[config.mk]
export PLATFORM = sky130hd
export DESIGN_NAME = plab4_net_router_output_ctrl
export DESIGN_NICKNAME = d
export VERILOG_FILES = /design/src/rtl/plab4_net_router_output_ctrl_pkg.sv /design/src/rtl/plab4_net_router_output_ctrl_rr_pick.sv /design/src/rtl/plab4_net_router_output_ctrl.sv
export SDC_FILE = /design/constraint.sdc
export NUM_CORES = 1
export LEC_CHECK = 0
export BUFFER_PORTS_ARGS = -buffer_cell sky130_fd_sc_hd__clkbuf_2
export CAP_MARGIN = 20
export CORE_AREA = 2 2 39 41
export DETAILED_ROUTE_END_ITERATION = 10
export DIE_AREA = 0 0 41 43
export HOLD_SLACK_MARGIN = 0.05
export REMOVE_ABC_BUFFERS = 1
export SETUP_SLACK_MARGIN = 0.5
export SKIP_CTS_REPAIR_TIMING = 1
export SYNTH_ARGS = -nofsm -noshare
export SYNTH_HDL_FRONTEND = slang
export SYNTH_SLANG_ARGS = --single-unit
[constraint.sdc]
create_clock -name clk -period 1.57 [get_ports clk]
set_input_delay 0.0785 -clock clk [delete_from_list [all_inputs] [get_ports clk]]
set_output_delay 0.0785 -clock clk [all_outputs]
set_load 0.03 [all_outputs]
[src/rtl/plab4_net_router_output_ctrl_pkg.sv]
// Shared types and constants for the router output-port controller:
// FSM encoding, input-port indices and the reset priority pointer.
package plab4_net_router_output_ctrl_pkg;

    typedef enum logic {
        IDLE = 1'b0,
        HOLD = 1'b1
    } state_t;

    localparam int         NUM_REQS  = 3;
    localparam logic [1:0] PORT_0    = 2'd0;
    localparam logic [1:0] PORT_1    = 2'd1;
    localparam logic [1:0] PORT_2    = 2'd2;
    localparam logic [2:0] INIT_PRIO = 3'b001;

    function automatic logic [2:0] idx_to_onehot(input logic [1:0] idx);
        return 3'b001 << idx;
    endfunction

    // Successor port index, wrapping from the last port back to the first.
    function automatic logic [1:0] next_idx(input logic [1:0] idx);
        return (idx == PORT_2) ? PORT_0 : idx + PORT_1;
    endfunction

endpackage

[src/rtl/plab4_net_router_output_ctrl_rr_pick.sv]
// Combinational round-robin picker: first requesting port at or after the
// one-hot priority pointer, wrapping from port 2 back to port 0.
module plab4_net_RoundRobinPick
    import plab4_net_router_output_ctrl_pkg::*;
(
    input  logic [2:0] reqs,
    input  logic [2:0] prio,
    output logic [2:0] grant,
    output logic [1:0] idx
);

    logic [1:0] base;
    logic [2:0] pos;
    logic       found;

    always_comb begin
        base  = PORT_0;
        pos   = 3'd0;
        found = 1'b0;
        grant = 3'b000;
        idx   = PORT_0;
        for (int i = 0; i < NUM_REQS; i++) begin
            if (prio[i]) base = 2'(i);
        end
        for (int k = 0; k < NUM_REQS; k++) begin
            pos = {1'b0, base} + 3'(k);
            if (pos >= 3'd3) pos = pos - 3'd3;
            if (!found && reqs[pos[1:0]]) begin
                found = 1'b1;
                idx   = pos[1:0];
                grant = idx_to_onehot(pos[1:0]);
            end
        end
    end

endmodule

[src/rtl/plab4_net_router_output_ctrl.sv]
// Output-port controller of a mesh router: round-robin arbitration among the
// input ports, with the winner locked while downstream is not ready.
module plab4_net_router_output_ctrl
    import plab4_net_router_output_ctrl_pkg::*;
#(
    parameter int         p_num_reqs  = NUM_REQS,
    parameter logic [2:0] p_init_prio = INIT_PRIO
) (
    input  logic                  clk,
    input  logic                  reset_n,
    input  logic [p_num_reqs-1:0] reqs,
    output logic [p_num_reqs-1:0] grants,
    output logic                  out_val,
    input  logic                  out_rdy,
    output logic [1:0]            sel
);

    state_t     state;
    state_t     state_next;
    logic [2:0] prio;
    logic [1:0] hold_idx;
    logic [2:0] stall_cnt;

    logic [2:0] rr_grant;
    logic [1:0] rr_idx;
    logic       hold_active;
    logic [1:0] win_idx;
    logic       xfer;

    plab4_net_RoundRobinPick rr_pick (
        .reqs  (reqs),
        .prio  (prio),
        .grant (rr_grant),
        .idx   (rr_idx)
    );

    // A lock only holds while its owner keeps requesting; otherwise fall back
    // to the round-robin pick in the same cycle.
    always_comb begin
        hold_active = (state == HOLD) && reqs[hold_idx];
        win_idx     = hold_active ? hold_idx : rr_idx;
        out_val     = |reqs;
        xfer        = out_val && out_rdy;
        sel         = win_idx;
        grants      = 3'b000;
        if (out_rdy) begin
            grants = hold_active ? idx_to_onehot(hold_idx) : rr_grant;
        end
    end

    always_comb begin
        state_next = state;
        case (state)
            IDLE: if (out_val && !out_rdy)          state_next = HOLD;
            HOLD: if (xfer || !reqs[hold_idx])      state_next = IDLE;
            default:                                state_next = IDLE;
        endcase
    end

    always_ff @(posedge clk or negedge reset_n) begin
        if (!reset_n) begin
            state     <= IDLE;
            prio      <= p_init_prio;
            hold_idx  <= PORT_0;
            stall_cnt <= 3'd0;
        end else begin
            state <= state_next;
            if (xfer) prio <= idx_to_onehot(next_idx(win_idx));
            if (state == IDLE && state_next == HOLD) hold_idx <= rr_idx;
            // Debug-only count of stalled cycles spent holding a lock.
            if (state == HOLD && state_next == HOLD) begin
                if (stall_cnt != 3'd7) stall_cnt <= stall_cnt + 3'd1;
            end else begin
                stall_cnt <= 3'd0;
            end
        end
    end

endmodule

==> results.tsv <==
stage	metric	value	unit
floorplanning	Initial Util	28.30	%
timing	Clock Skews	0.003696	ns
synth	mux cell area share after synthesis	7.668	%
critical_path	crit path capture type	output port	
synth	ys async rst share	100.0	%
flow_run	# Max-Cap Violations	0	
synth	register area share after synthesis	31.95	%
synth	complex-gate fraction of the synthesized area	29.39	%
placed_design	dpl hpwl	788.5	um
clock_tree	TritonCTS Buffers	3	
placed_design	RD Place Congestion	0.7616	
detailed_routing	TritonRoute pass-1 iters	4	
timing	Final Max Tran Viols	0	
global_routing	initial antenna violation count	0	
clock_tree	Root Driver	clkbuf_4	
pwr	Pleak	0.2500	nW
global_routing	number of global-route vias before repair	345	
timing	Tmin final	1.592	ns
placed_design	PortBufs	11	
critical_path	CP max FO	5	
floorplanning	Rows	14	
finish	final core occ	40.05	%
critical_path	startpoint types	flip-flop	
timing	final period utilization	101.4	%
synth	Syn Area/Cell	9.108	um2
timing	Final Setup Violations	2	
floorplanning	Horiz. Die Dim	41	um
detailed_routing	vias	408	
placed_design	post-place setup slack	0.1718	ns
pwr	overall power	745.3	uW
synth	synthesized cell area	391.6	um2
detailed_routing	Remaining DRCs	0	
synth	Post-Synth Adder-Cell Area	0	%
synth	FF+latch count, synth	5	
floorplanning	Ports	12	
pwr	pwr dens	1345	nW/um2
critical_path	CP max stage delay	0.42	ns
finish	antenna cells	0	
detailed_routing	WL final	1.025	mm
critical_path	family with the most delay on the worst path	simple AND/OR/NAND/NOR gates	
critical_path	Worst EP required	1.49	ns
synth	Synth Warn #	0	
synth	XOR/XNOR Fraction of Synth Area	0	%
critical_path	Worst path slowest cell	dfrtp_1	
detailed_routing	ANT nets after route	0	
timing	RSZ-0062 raised after global routing	yes	
critical_path	CP Cell Sequence	nand4b_1 > or2_4 > o31ai_2 > buf_4	
floorplanning	die area	1763	um2
clock_tree	Clock Latency Late Sink	0.24	ns
synth	Yosys cell types	23	
global_routing	GRT Overall Usage	12.83	%
critical_path	kind of critical path	flip-flop to output port	
finish	area added between synthesis and finish	41.53	%
outcome	failing checks	setup timing	
timing	worst hold slack	0.1802	ns
synth	ys flop type	dfrtp_1	
outcome	outcome	complete, but fails checks	
timing	Slew @ Worst Pin	0.4473	ns
worst_hold_path	hold crit path type	primary input to async pin	
detailed_routing	drt wl/cell	13.31	um
floorplanning	core region area	1384	um2
pwr	worst vdd ir	469.5	uV
clock_tree	H-tree depth	1	
critical_path	WP data arrival	1.51	ns
critical_path	buffer and inverter count on the worst path	1	
timing	Hold Vio Cnt, Final	0	
global_routing	first-pass GRT wire length	1.449	mm
finish	share of cells above drive strength 1	39.34	%
synth	largest family of logic cells by synthesized area	compound AO/OA/AOI/OAI gates	
finish	final layout net count	68	
clock_tree	Clock transition at path regs	0.04	ns
finish	Fillers	153	
global_routing	grt total ovfl	0	
clock_tree	CTS tree	yes	
detailed_routing	detailed router's first-iteration violation count	8	
timing	worst setup margin	-0.02189	ns
clock_tree	largest buffer count on any clock path	2	
global_routing	largest net degree at the start of global routing	9	
detailed_routing	via-per-instance ratio	5.299	
timing	f_max	628.2	MHz
timing	Rel. slew slack	69.92	%
synth	EDFF count, synth	0	
clock_tree	CTS Sinks	5	
synth	Post-Synth Simple-Gate Area	27.16	%
synth	Mapped Cells	43	
floorplanning	chip height	43	um
[logic make-up (layout without fill, tap and decap cells)]
group | after synthesis | after routing
mux | 3 | 3
buf+inv | 4 | 22
flops | 5 | 5
simple gates | 17 | 17
compound gates | 14 | 14
[synth_stat cells, types with 2 or more instances]
| library cell | n | area share (%) |
|---|---|---|
| nand2b_1 | 2 | 3.2 |
| inv_1 | 4 | 3.8 |
| dfrtp_1 | 5 | 32 |
| and2b_1 | 3 | 5.8 |
| nand2_1 | 3 | 2.9 |
| nor2_1 | 2 | 1.9 |
| a22oi_1 | 2 | 3.8 |
| mux2i_1 | 3 | 7.7 |
| o31ai_1 | 5 | 9.6 |
[registers in the layout (all words and copies together) (netlist names)]
| signal | flops |
|---|---|
| hold_idx | 2 |
| prio | 2 |
| state | 1 |
[path summary, 6_finish.rpt]
check | depth (start not counted) | slack [ns] | endpoint | from
max | 4 | -0.02 | grants[2] | hold_idx[0]
max in group asynchronous | 2 | 1.25 | prio[1] | reset_n
min reg2reg | 2 | 0.53 | prio[1] | prio[1]
max reg2reg | 4 | 0.25 | prio[2] | hold_idx[0]
min in group clk | 3 | 0.20 | prio[1] | out_rdy
min | 2 | 0.18 | hold_idx[1] | reset_n
[final cells by class]
type                            instances  area (um2)  share of cell area (%)
Clock buffer                            4       26.28                   4.740
Sequential cell                         5       125.1                   22.57
Multi-Input combinational cell         34       275.3                   49.66
Tap cell                               16       20.02                   3.612
Timing Repair Buffer                   14       92.59                   16.70
Inverter                                4       15.01                   2.709
[metrics by stage]
stage / TNS, ns / cells / cell area, um2
final: -0.02889 / 77 / 554.3
after global placement: 0 / 70 / 466.7
after global routing: -0.2881 / 77 / 554.3
after floorplan: -0.09090 / 43 / 391.6
after CTS: -0.2522 / 74 / 493.0
after detailed placement: 0 / 70 / 466.7
[metal layers]
layer	wire (um)	vias up	GRT usage [%]
met5	0	-	0
met4	10	0	12.00
met3	53	2	1.571
met2	518	10	19.06
met1	443	196	14.75
li1	-	200	-
[cells in the final DEF, fill, tap and decap left out, types with 2 or more instances in the layout]
cell type,instances
buf_4,7
clkbuf_2,6
dfrtp_1,5
inv_1,4
o31ai_1,4
and2b_1,3
nand2_1,3
clkbuf_4,3
nor2_1,2
nand2b_1,2
mux2i_1,2
[power breakdown]
part	internal [mW]	switching, mW	leakage, nW
Combinational	0.165	0.211	0.172
Sequential	0.173	0.0500	0.0628
Clock	0.0959	0.0502	0.0150
Power figures use the tool's default switching activity.
